===== config.mk =====
export PLATFORM = sky130hd
export DESIGN_NAME = victory_ctrl
export DESIGN_NICKNAME = d
export VERILOG_FILES = /design/src/rtl/game_pkg.sv /design/src/rtl/hold_timer.sv /design/src/rtl/victory_ctrl.sv
export SDC_FILE = /design/constraint.sdc
export NUM_CORES = 1
export LEC_CHECK = 0
export ABC_AREA = 1
export ABC_CLOCK_PERIOD_IN_PS = 3000
export CORE_MARGIN = 2
export CORE_UTILIZATION = 55
export CTS_CLUSTER_SIZE = 24
export DETAILED_ROUTE_END_ITERATION = 7
export PLACE_DENSITY = 0.82
export SLEW_MARGIN = 0
export SYNTH_ARGS = -nofsm -noshare
export SYNTH_HDL_FRONTEND = slang
export SYNTH_SLANG_ARGS = --single-unit
export TNS_END_PERCENT = 20

===== constraint.sdc =====
create_clock -name clk -period 3 [get_ports clk]
set_clock_uncertainty 0.2 [all_clocks]
set_input_delay 0.6 -clock clk [delete_from_list [all_inputs] [get_ports clk]]
set_output_delay 0.6 -clock clk [all_outputs]
set_load 0.1 [all_outputs]

===== src/rtl/game_pkg.sv =====
// Shared types and default tuning for the victory controller and its hold timer.
package game_pkg;

    typedef enum logic [1:0] {
        PLAY       = 2'd0,
        HOLD       = 2'd1,
        RESTART    = 2'd2,
        MATCH_OVER = 2'd3
    } state_e;

    localparam int unsigned DEFAULT_HOLD_CYCLES = 8;
    localparam int unsigned DEFAULT_WIN_SCORE   = 7;

endpackage


===== src/rtl/hold_timer.sv =====
// Freeze down-counter: loaded with HOLD_CYCLES on HOLD entry, done flags the final HOLD cycle.
module hold_timer
    import game_pkg::*;
#(
    parameter int unsigned HOLD_CYCLES = DEFAULT_HOLD_CYCLES
) (
    input  logic clk,
    input  logic reset,
    input  logic load,
    output logic done
);

    localparam logic [7:0] LOAD_VAL = 8'(HOLD_CYCLES);

    logic [7:0] count_q, count_d;

    always_comb begin
        count_d = count_q;
        if (load) begin
            count_d = LOAD_VAL;
        end else if (count_q != 8'd0) begin
            count_d = count_q - 8'd1;
        end
    end

    // NOTE: sequential state uses non-blocking assignments so every register samples pre-edge values.
    always_ff @(posedge clk) begin
        if (reset) begin
            count_q <= 8'd0;
        end else begin
            count_q <= count_d;
        end
    end

    // The count reads HOLD_CYCLES in the first HOLD cycle, so 1 marks the last one.
    assign done = (count_q == 8'd1);

endmodule


===== src/rtl/victory_ctrl.sv =====
// Match controller: scores edge hits, freezes the playfield between points, declares the winner.
module victory_ctrl
    import game_pkg::*;
#(
    parameter int unsigned HOLD_CYCLES = DEFAULT_HOLD_CYCLES,
    parameter int unsigned WIN_SCORE   = DEFAULT_WIN_SCORE
) (
    input  logic       clk,
    input  logic       reset,
    input  logic       L,
    input  logic       R,
    input  logic       leftEdgeOn,
    input  logic       rightEdgeOn,
    output logic       lose,
    output logic       roundReset,
    output logic [2:0] leftScore,
    output logic [2:0] rightScore,
    output logic       matchOver,
    output logic       winner
);

    localparam logic [2:0] WIN_VAL = 3'(WIN_SCORE);

    state_e     state_q, state_d;
    logic [2:0] left_q, left_d;
    logic [2:0] right_q, right_d;
    logic       winner_q, winner_d;
    logic       hold_load, hold_done;
    logic       left_pt, right_pt;

    // Simultaneous presses cancel, so a mashing player can never score.
    assign left_pt  = leftEdgeOn  & L & ~R;
    assign right_pt = rightEdgeOn & R & ~L;

    // NOTE: every always_comb output gets a default first, which rules out inferred latches.
    always_comb begin
        state_d   = state_q;
        left_d    = left_q;
        right_d   = right_q;
        winner_d  = winner_q;
        hold_load = 1'b0;
        case (state_q)
            PLAY: begin
                if (left_pt) begin
                    left_d = left_q + 3'd1;
                    if (left_d == WIN_VAL) begin
                        state_d  = MATCH_OVER;
                        winner_d = 1'b0;
                    end else begin
                        state_d   = HOLD;
                        hold_load = 1'b1;
                    end
                end else if (right_pt) begin
                    right_d = right_q + 3'd1;
                    if (right_d == WIN_VAL) begin
                        state_d  = MATCH_OVER;
                        winner_d = 1'b1;
                    end else begin
                        state_d   = HOLD;
                        hold_load = 1'b1;
                    end
                end
            end
            HOLD:       if (hold_done) state_d = RESTART;
            RESTART:    state_d = PLAY;
            MATCH_OVER: state_d = MATCH_OVER;
            default:    state_d = PLAY;
        endcase
    end

    always_ff @(posedge clk) begin
        if (reset) begin
            state_q  <= PLAY;
            left_q   <= 3'd0;
            right_q  <= 3'd0;
            winner_q <= 1'b0;
        end else begin
            state_q  <= state_d;
            left_q   <= left_d;
            right_q  <= right_d;
            winner_q <= winner_d;
        end
    end

    hold_timer #(
        .HOLD_CYCLES(HOLD_CYCLES)
    ) u_hold_timer (
        .clk  (clk),
        .reset(reset),
        .load (hold_load),
        .done (hold_done)
    );

    assign lose       = (state_q != PLAY);
    assign roundReset = (state_q == RESTART);
    assign matchOver  = (state_q == MATCH_OVER);
    assign leftScore  = left_q;
    assign rightScore = right_q;
    assign winner     = winner_q;

endmodule


=== Word-level counts from Yosys, hierarchy flattened ===
Index checks and enable logic that the tools add are counted.

* Memories: 0
* Flip-flop bits (word level): 17
* Output and inout bits: 10
* Memory bits (writable): 0
* Input port bits: 6
* Latch bits: 0
* Word-level logic and storage cells: 53
* Bits in read-only memories: 0

* Magnitude comparators: 0
* Add/subtract/negate cells: 3
* Eq/ne operators: 9
* Div/mod/pow operators: 0
* Mux-type cells: 17
* Reduce and logical (&&, ||, !) cells: 11
* Multiply operators: 0
* Shift-type cells: 0
* Bitwise gates (word level): 7

{| class="wikitable"
|+ Operator list
! kind !! number
|-
| two-way mux 2 bit || 5
|-
| two-way mux 1 bit || 9
|-
| == test 8 x 1 -> 1 bit (second input constant) || 1
|-
| two-way mux 4 bit || 2
|-
| case mux 2 bit (4 select lines) || 1
|-
| nonzero test 2 bit || 4
|-
| nonzero test 8 bit || 1
|-
| subtractor 8 x 1 -> 8 bit (second input constant) || 1
|-
| adder 3 x 1 -> 3 bit (second input constant) || 2
|-
| == test 3 bit (second input constant) || 2
|-
| bitwise AND 1 bit || 4
|-
| == test 2 bit (second input constant) || 2
|-
| AND reduction 2 bit || 2
|-
| AND reduction 4 bit || 1
|-
| != test 3 bit (second input constant) || 1
|-
| NOT 1 bit || 3
|-
| AND reduction 3 bit || 1
|-
| == test 2 x 1 -> 1 bit (second input constant) || 1
|-
| logical NOT 2 bit || 1
|-
| != test 2 x 1 -> 1 bit (second input constant) || 1
|-
| != test 2 bit (second input constant) || 1
|-
| OR reduction 2 bit || 1
|}

=== Depth between registers and ports, before layout ===
Gate-level depths: netlist (run 1).

* Depth in word-level cells: 7
* Depth in mapped cells: 8
* Mapped depth without buffers: 8

=== Hierarchy ===
From an unflattened synthesis (run 1), not the netlist that was laid out.

* Cell total of the unflattened synthesis: 138
* Area total of the unflattened synthesis: 1039.7 um2

{| class="wikitable"
|+ By module, submodules not included
! module !! sequential area each (um2) !! area an instance (um2) !! instances !! cells each
|-
| victory_ctrl || 180.2 || 580.6 || 1 || 79
|-
| hold_timer || 160.2 || 459.2 || 1 || 59
|}

=== Worst setup path before layout (run 1) ===
No wires, ideal clock.

* Path type: register -> register
* Start point: register left_q[1] (netlist: leftScore[1])
* End point: register u_hold_timer.count_q[6]
* Data required time: 2.684 ns
* Cell stages (with the launch flop): 9
* Arrival: 1.787 ns
* Setup time: 0.116 ns
* Period minus slack after synthesis: 2.103 ns
* Buffers on the path: 0
* Setup slack: 0.897 ns
* Cells stage by stage: dfxtp_1 > ha_1 > inv_1 > nand2_1 > nand2_1 > nand3_1 > nand3_2 > nand2_2 > nor2_1

* Cells in the longest elaborated chain, start to end: 6

{| class="wikitable"
|+ RTL lines
! what !! RTL line !! source
|-
| from (decl) || victory_ctrl.sv:25 || <nowiki>logic [2:0] left_q, left_d;</nowiki>
|-
| from (signal assigned) || victory_ctrl.sv:79 || <nowiki>left_q <= left_d;</nowiki>
|-
| adder 3 x 1 -> 3 bit || victory_ctrl.sv:45 || <nowiki>left_d = left_q + 3'd1;</nowiki>
|-
| == test 3 bit || victory_ctrl.sv:46 || <nowiki>if (left_d == WIN_VAL) begin</nowiki>
|-
| two-way mux 1 bit || victory_ctrl.sv:46 ||
|-
| two-way mux 1 bit || victory_ctrl.sv:44 || <nowiki>if (left_pt) begin</nowiki>
|-
| two-way mux 1 bit || victory_ctrl.sv:42 || <nowiki>case (state_q)</nowiki>
|-
| OR reduction 2 bit (no source line) || n/a ||
|-
| to (signal assigned) || hold_timer.sv:31 || <nowiki>count_q <= count_d;</nowiki>
|-
| to (decl) || hold_timer.sv:15 || <nowiki>logic [7:0] count_q, count_d;</nowiki>
|}

No other way between the ends.
A chain may end at the register's enable or synchronous reset.

=== Worst setup path after layout (run 1) ===
* Start point: register state_q[0]
* End point: output port lose

* Cells in the longest elaborated chain, start to end: 1

{| class="wikitable"
|+ RTL lines
! what !! RTL line !! source
|-
| from (decl) || victory_ctrl.sv:24 || <nowiki>state_e state_q, state_d;</nowiki>
|-
| from (signal assigned) || victory_ctrl.sv:78 || <nowiki>state_q <= state_d;</nowiki>
|-
| nonzero test 2 bit || victory_ctrl.sv:94 || <nowiki>assign lose = (state_q != PLAY);</nowiki>
|-
| to (decl) || victory_ctrl.sv:14 || <nowiki>output logic lose,</nowiki>
|}

No other way between the ends.

==> impl_metrics.sql, run 1 <==
INSERT INTO impl_metrics (metric_group, metric, value, unit) VALUES
('sta', 'fmaxAchievable', '437', 'MHz'),
('grt', 'grtUsageTotal', '0.202', ''),
('grt', 'grt_remaining_overflow', '0', ''),
('place', 'hpwl_detailed', '1460', 'um'),
('grt', 'grt_antenna_before_repair', '0', ''),
('clock_network', 'cts_hold_buf', '0', ''),
('die', 'die_x', '46.5', 'um'),
('routing', 'final_antenna_net_count', '0', ''),
('synthesis', 'synth.ff_latch_count', '17', ''),
('sta', 'number_of_setup_violations_in_the_final_report', '0', ''),
('layout', 'post_route_utilization', '0.689', ''),
('sta', 'fin_crit_sh', '0.763', ''),
('synthesis', 'synth.distinct_cells', '17', ''),
('clock_network', 'path_clk_slew', '100', 'ps'),
('power', 'ir_drop', '727', 'uV'),
('routing', 'drt-vias-per-instance', '4.97', ''),
('hold_path', 'holdCritStartpoint', 'rightScore[2]$_SDFFE_PP0P_', ''),
('die', 'fp.dieArea', '2160', 'sq um'),
('clock_network', 'cts-resized-gates', '0', ''),
('die', 'io_pins', '16', ''),
('hold_path', 'worstHoldEndpoint', 'rightScore[2]$_SDFFE_PP0P_', ''),
('routing', 'drc_errors', '0', ''),
('routing', 'detailedRoute.firstIterationViolations', '12', ''),
('layout', 'layout-drive-gt1-share', '0.162', ''),
('clock_network', 'number_of_setup_buffers_added_after_cts', '0', ''),
('layout', 'finish.cell_count_without_fillers', '179', ''),
('clock_network', 'cts_sinks', '17', ''),
('worst_setup_path', 'cp-end-kind', 'primary output', ''),
('worst_setup_path', 'worst-setup-path-type', 'register to primary output', ''),
('routing', 'wl', '1910', 'um'),
('power', 'p_leak', '0.571', 'nW'),
('grt', 'grt_start_max_net_pins', '11', ''),
('worst_setup_path', 'setup.worst_path.start', 'state_q[0]$_SDFFE_PP0P_', ''),
('synthesis', 'syn_nets', '152', ''),
('place', 'detailedPlace.worstSlack', '816', 'ps'),
('sta', 'unrepaired_setup_endpoints_after_global_routing', 'false', ''),
('routing', 'drt-pass1-iter-count', '4', ''),
('die', 'floorplan.initialDensity', '0.581', ''),
('synthesis', 'syn-cell-area', '992', 'sq um'),
('worst_setup_path', 'worstSetupStartpointType', 'register', ''),
('grt', 'first_global_vias', '800', ''),
('sta', 'least_setup_slack_across_all_paths_after_layout', '712', 'ps'),
('layout', 'antennaDiodeCount', '0', ''),
('job', 'timing.max_cap.violations', '0', ''),
('worst_setup_path', 'critical_path_peak_fanout', '5', ''),
('sta', 'timing.setup.tns', '0', 'ps'),
('die', 'design.core.area', '1710', 'sq um'),
('grt', 'grt_pass1_wl', '3090', 'um'),
('clock_network', 'cts-root-to-sink-buffers', '2', ''),
('layout', 'finalNetCount', '172', ''),
('power', 'power_per_cell_area', '1160', 'nW/um^2'),
('worst_setup_path', 'arrival_time_worst_endpoint', '1490', 'ps'),
('die', 'chipHeight', '46.5', 'um'),
('synthesis', 'synth_largest_area_cell', 'sky130_fd_sc_hd__dfxtp_1', ''),
('sta', 'period_minus_slack', '2290', 'ps'),
('sta', 'final-hold-violation-count', '0', ''),
('outcome', 'outcome', 'complete, no violations', ''),
('routing', 'route.detailed.wl_per_inst', '10.7', 'um'),
('worst_setup_path', 'rr_endpoint', 'u_hold_timer.count_q[6]$_SDFFE_PP0P_', ''),
('worst_setup_path', 'reg2regPathDepth', '7', ''),
('place', 'buffer_ports.inserted', '15', ''),
('synthesis', 'top_area_cell_type_share_of_the_netlist_area', '0.343', ''),
('place', 'place_congestion', '0.775', ''),
('synthesis', 'netlist_instances', '135', ''),
('sta', 'worst-slew-pin-transition', '280', 'ps'),
('worst_setup_path', 'r2r-start', 'state_q[0]$_SDFFE_PP0P_', ''),
('synthesis', 'seq_area_frac_synth', '0.343', ''),
('worst_setup_path', 'worst-endpoint-required', '2200', 'ps'),
('place', 'place_inst', '175', ''),
('hold_path', 'hold_path_depth', '2', ''),
('synthesis', 'synth_area_per_cell', '7.35', 'sq um');
[sequential cells by signal, indices dropped and copies added (netlist names)]
signal	flops
leftScore	3
state_q	2
rightScore	3
u_hold_timer.count_q	8
winner	1
[per-stage QoR]
stage / total power, mW / hold slack (ps) / cell area, sq um
floorplan: 1.08 / 267 / 992
global placement: 1.21 / 268 / 1150
detailed placement: 1.23 / 276 / 1150
CTS: 1.37 / 298 / 1180
global route: 1.48 / 330 / 1180
finish: 1.36 / 297 / 1180
[report_power, final]
| group | leakage [nW] | total (mW) | internal [mW] | switching (mW) |
|---|---|---|---|---|
| combinational | 0.414 | 0.864 | 0.273 | 0.590 |
| clock | 0.0177 | 0.130 | 0.0498 | 0.0799 |
| sequential | 0.140 | 0.370 | 0.299 | 0.0710 |
| total | 0.571 | 1.36 | 0.622 | 0.741 |
[worst max path at each step]
stage | to | slack [ps] | cells after the start
after global routing | lose | 630 | 4
after detailed placement | u_hold_timer.count_q[7]$_SDFFE_PP0P_ | 820 | 8
after floorplan | u_hold_timer.count_q[6]$_SDFFE_PP0P_ | 900 | 8
final | lose | 710 | 4
after global placement | u_hold_timer.count_q[6]$_SDFFE_PP0P_ | 870 | 8
after CTS | lose | 700 | 4
[synth_stat cells]
cell type and instances:
sky130_fd_sc_hd__xnor2_1 2, sky130_fd_sc_hd__a21oi_1 13, sky130_fd_sc_hd__nand4_1 1, sky130_fd_sc_hd__o21ai_4 1
sky130_fd_sc_hd__nor2_4 2, sky130_fd_sc_hd__inv_1 19, sky130_fd_sc_hd__xor2_1 1, sky130_fd_sc_hd__o21ai_0 10
sky130_fd_sc_hd__dfxtp_1 17, sky130_fd_sc_hd__nor2_2 2, sky130_fd_sc_hd__a21o_2 1, sky130_fd_sc_hd__nor2_1 18
sky130_fd_sc_hd__nand2_2 4, sky130_fd_sc_hd__nand3_2 1, sky130_fd_sc_hd__nand2_1 22, sky130_fd_sc_hd__nand3_1 10
sky130_fd_sc_hd__ha_1 11
[logic make-up after synthesis]
family,share of synthesized area
AND/OR/NAND/NOR,0.279
AO/OA/AOI/OAI,0.141
buffers and inverters,0.0719
flip-flops,0.343
XOR/XNOR,0.0265
adder cells (fa/ha/maj),0.139
[layout by cell type, fill, tap and decap left out, types with 4 or more instances in the layout]
cell type,n
sky130_fd_sc_hd__a21oi_1,13
sky130_fd_sc_hd__buf_4,10
sky130_fd_sc_hd__clkdlybuf4s50_1,5
sky130_fd_sc_hd__dfxtp_1,17
sky130_fd_sc_hd__ha_1,11
sky130_fd_sc_hd__inv_1,19
sky130_fd_sc_hd__nand2_1,22
sky130_fd_sc_hd__nand2_2,4
sky130_fd_sc_hd__nand3_1,10
sky130_fd_sc_hd__nor2_1,18
sky130_fd_sc_hd__o21ai_0,10
[cell type report]
class | count | area (sq um)
clock buffers | 3 | 22.5
flip-flops and latches | 17 | 340
inverters | 19 | 71.3
multi-input cells | 99 | 581
well taps | 25 | 31.3
repair buffers | 15 | 125
fillers | 142 | 532
clock inverters | 1 | 5.00
[layer usage]
metal  part of all wire  global-route usage
met5                  0                   0
met4              0.023               0.103
met3              0.035              0.0235
met2               0.47               0.375
met1               0.47               0.221
[worst max-delay path, stage by stage (launching register included)]
cell and delay [ps]:
sky130_fd_sc_hd__dfxtp_1 390, sky130_fd_sc_hd__inv_1 80, sky130_fd_sc_hd__ha_1 250, sky130_fd_sc_hd__inv_1 150, sky130_fd_sc_hd__buf_4 310
No activity file was read; power rests on OpenSTA's default activity.
==> run 2: changes to the inputs <==
- ABC_CLOCK_PERIOD_IN_PS: 3000 -> 2350
- CORE_UTILIZATION: 55 -> 51
- PLACE_DENSITY: 0.82 -> 0.77
- clock period: 3 -> 2.35 ns (I/O delays scaled with it)
==> impl_metrics.sql, run 2 (same netlist as run 1, synthesis figures left out) <==
INSERT INTO impl_metrics (metric_group, metric, value, unit) VALUES
('outcome', 'outcome', 'complete, no violations', ''),
('power', 'power.clock.fraction', '0.087', ''),
('layout', 'layout-drive-gt1-share', '0.156', ''),
('grt', 'grt_remaining_overflow', '0', ''),
('grt', 'grtUsageTotal', '0.185', ''),
('job', 'timing.max_cap.violations', '0', ''),
('worst_setup_path', 'timing.critical_path.cells', 'inv_1 > ha_1 > inv_1 > buf_12', ''),
('clock_network', 'cts_hold_buf', '0', ''),
('routing', 'drc_errors', '0', ''),
('worst_setup_path', 'arrival_time_worst_endpoint', '1420', 'ps'),
('power', 'power_per_cell_area', '1490', 'nW/um^2'),
('power', 'p_leak', '0.578', 'nW'),
('grt', 'grt_start_max_net_pins', '10', ''),
('hold_path', 'min-delay-path-class', 'register to register', ''),
('power', 'total_switching_power', '0.948', 'mW'),
('sta', 'number_of_max_slew_violations_in_the_final_report', '0', ''),
('layout', 'antennaDiodeCount', '0', ''),
('grt', 'first_global_vias', '741', ''),
('sta', 'max-slew-margin-rel', '0.814', ''),
('sta', 'unrepaired_setup_endpoints_after_global_routing', 'false', ''),
('clock_network', 'cts_max_level', '1', ''),
('worst_setup_path', 'critical_path_peak_fanout', '5', ''),
('power', 'p_int', '0.861', 'mW'),
('die', 'die_x', '48.1', 'um'),
('sta', 'period_minus_slack', '2090', 'ps'),
('clock_network', 'cts_sinks', '17', ''),
('die', 'design.core.area', '1780', 'sq um'),
('worst_setup_path', 'cell_with_the_largest_stage_delay_on_the_worst_path', 'sky130_fd_sc_hd__dfxtp_1', ''),
('place', 'hpwl_detailed', '1520', 'um'),
('layout', 'num-fill-cells', '170', ''),
('worst_setup_path', 'critical_path_buf_inv_count', '3', ''),
('worst_setup_path', 'worst-setup-path-type', 'register to primary output', ''),
('die', 'io_pins', '16', ''),
('sta', 'fin_crit_sh', '0.890', ''),
('power', 'ir_drop', '942', 'uV'),
('power', 'share_comb_of_total_power', '0.651', ''),
('clock_network', 'cts_inserted_buffers', '3', ''),
('clock_network', 'cts-root-to-sink-buffers', '2', ''),
('place', 'detailed_place.area', '1190', 'sq um'),
('worst_setup_path', 'timing.critical_path.max_delay_family', 'buffers and inverters', ''),
('power', 'power.share.switching', '0.524', ''),
('layout', 'final_common_cell', 'sky130_fd_sc_hd__nand2_1', ''),
('grt', 'grt_antenna_before_repair', '0', ''),
('routing', 'wl', '1870', 'um'),
('worst_setup_path', 'cp-end-kind', 'primary output', ''),
('layout', 'largest_register_ffs', '8', ''),
('routing', 'detailedRoute.firstIterationViolations', '12', ''),
('routing', 'detailroute.via_count', '882', ''),
('clock_network', 'cts-resized-gates', '0', ''),
('place', 'place_congestion', '0.805', ''),
('clock_network', 'number_of_setup_buffers_added_after_cts', '0', ''),
('layout', 'regMostFlops', 'u_hold_timer.count_q', ''),
('layout', 'post_route_utilization', '0.680', ''),
('layout', 'final_cell_mix', 'sky130_fd_sc_hd__nand2_1, sky130_fd_sc_hd__inv_1, sky130_fd_sc_hd__nor2_1', ''),
('sta', 'fmaxAchievable', '478', 'MHz'),
('clock_network', 'clockRootBuffer', 'sky130_fd_sc_hd__clkbuf_4', ''),
('routing', 'drt-vias-per-instance', '4.93', ''),
('sta', 'least_setup_slack_across_all_paths_after_layout', '259', 'ps'),
('routing', 'final_antenna_net_count', '0', ''),
('die', 'floorplan.initialDensity', '0.556', ''),
('power', 'seq_power_share', '0.262', ''),
('layout', 'post-route-cell-area', '1210', 'sq um'),
('sta', 'number_of_setup_violations_in_the_final_report', '0', ''),
('routing', 'drt-pass1-iter-count', '4', ''),
('worst_setup_path', 'critPathMaxStageDelay', '390', 'ps'),
('clock_network', 'clock_network_latency_to_the_later_pin_of_the_worst_skew_pair', '290', 'ps'),
('worst_setup_path', 'worstSetupStartpointType', 'register', ''),
('place', 'buffer_ports.inserted', '15', ''),
('layout', 'syn_to_final_growth', '22.2', '%'),
('routing', 'route.detailed.wl_per_inst', '10.5', 'um'),
('sta', 'final-hold-violation-count', '0', ''),
('die', 'std_cell_rows', '15', ''),
('die', 'chipHeight', '48.1', 'um'),
('sta', 'worst-slew-pin-transition', '281', 'ps'),
('worst_setup_path', 'worst-endpoint-required', '1680', 'ps'),
('grt', 'grt_pass1_wl', '3020', 'um'),
('worst_setup_path', 'critPathMostFrequentCell', 'sky130_fd_sc_hd__inv_1', ''),
('sta', 'timing.setup.tns', '0', 'ps'),
('die', 'fp.dieArea', '2310', 'sq um'),
('clock_network', 'path_clk_slew', '100', 'ps'),
('layout', 'finalNetCount', '172', ''),
('place', 'detailedPlace.worstSlack', '319', 'ps'),
('clock_network', 'cts_tree', 'done', '');
-- run 2: metal layers --
metal  GRT usage  part of all wire  up-vias
met5           0                 0        -
met4      0.0649             0.014        0
met3      0.0222             0.028        2
met2       0.328              0.48       14
met1       0.230              0.48      395
li1            -                 -      471
-- run 2: power by group through the flow --
stage	logic, mW	clock network, mW	registers, mW
finish	1.18	0.157	0.474
global route	1.30	0.174	0.487
CTS	1.18	0.164	0.474
detailed placement	1.17	0	0.480
global placement	1.15	0	0.474
floorplan	0.835	0	0.547
-- run 2: through the flow --
step | std cells | power (mW) | hold WS, ps
final | 179 | 1.81 | 287
after floorplan | 135 | 1.38 | 267
after global placement | 175 | 1.62 | 266
after detailed placement | 175 | 1.65 | 268
after global routing | 179 | 1.97 | 320
after CTS | 179 | 1.82 | 293
-- run 2: layout make-up --
class / instances / area (sq um) / area share
Clock buffer: 4 / 26.3 / 0.0217
Inverter: 19 / 71.3 / 0.0588
Multi-Input combinational cell: 99 / 581 / 0.479
Sequential cell: 17 / 340 / 0.281
Tap cell: 25 / 31.3 / 0.0258
Timing Repair Buffer: 15 / 163 / 0.134
-- run 2: worst paths after layout --
path / slack, ps / to / start / cells past startpoint
setup / recovery: 260 / lose / state_q[0]$_SDFFE_PP0P_ / 4
hold / removal: 290 / winner$_SDFFE_PP0P_ / winner$_SDFFE_PP0P_ / 2
setup reg to reg: 670 / u_hold_timer.count_q[5]$_SDFFE_PP0P_ / state_q[0]$_SDFFE_PP0P_ / 7
hold reg to reg: 290 / winner$_SDFFE_PP0P_ / winner$_SDFFE_PP0P_ / 2
-- run 2: worst reg2reg max path: cells and delay by family, from the launching register on --
| family | cells | cell delay [ps] |
|---|---|---|
| buf+inv | 1 | 90 |
| flops | 1 | 350 |
| simple gates | 5 | 680 |
| fa+ha+maj | 1 | 240 |
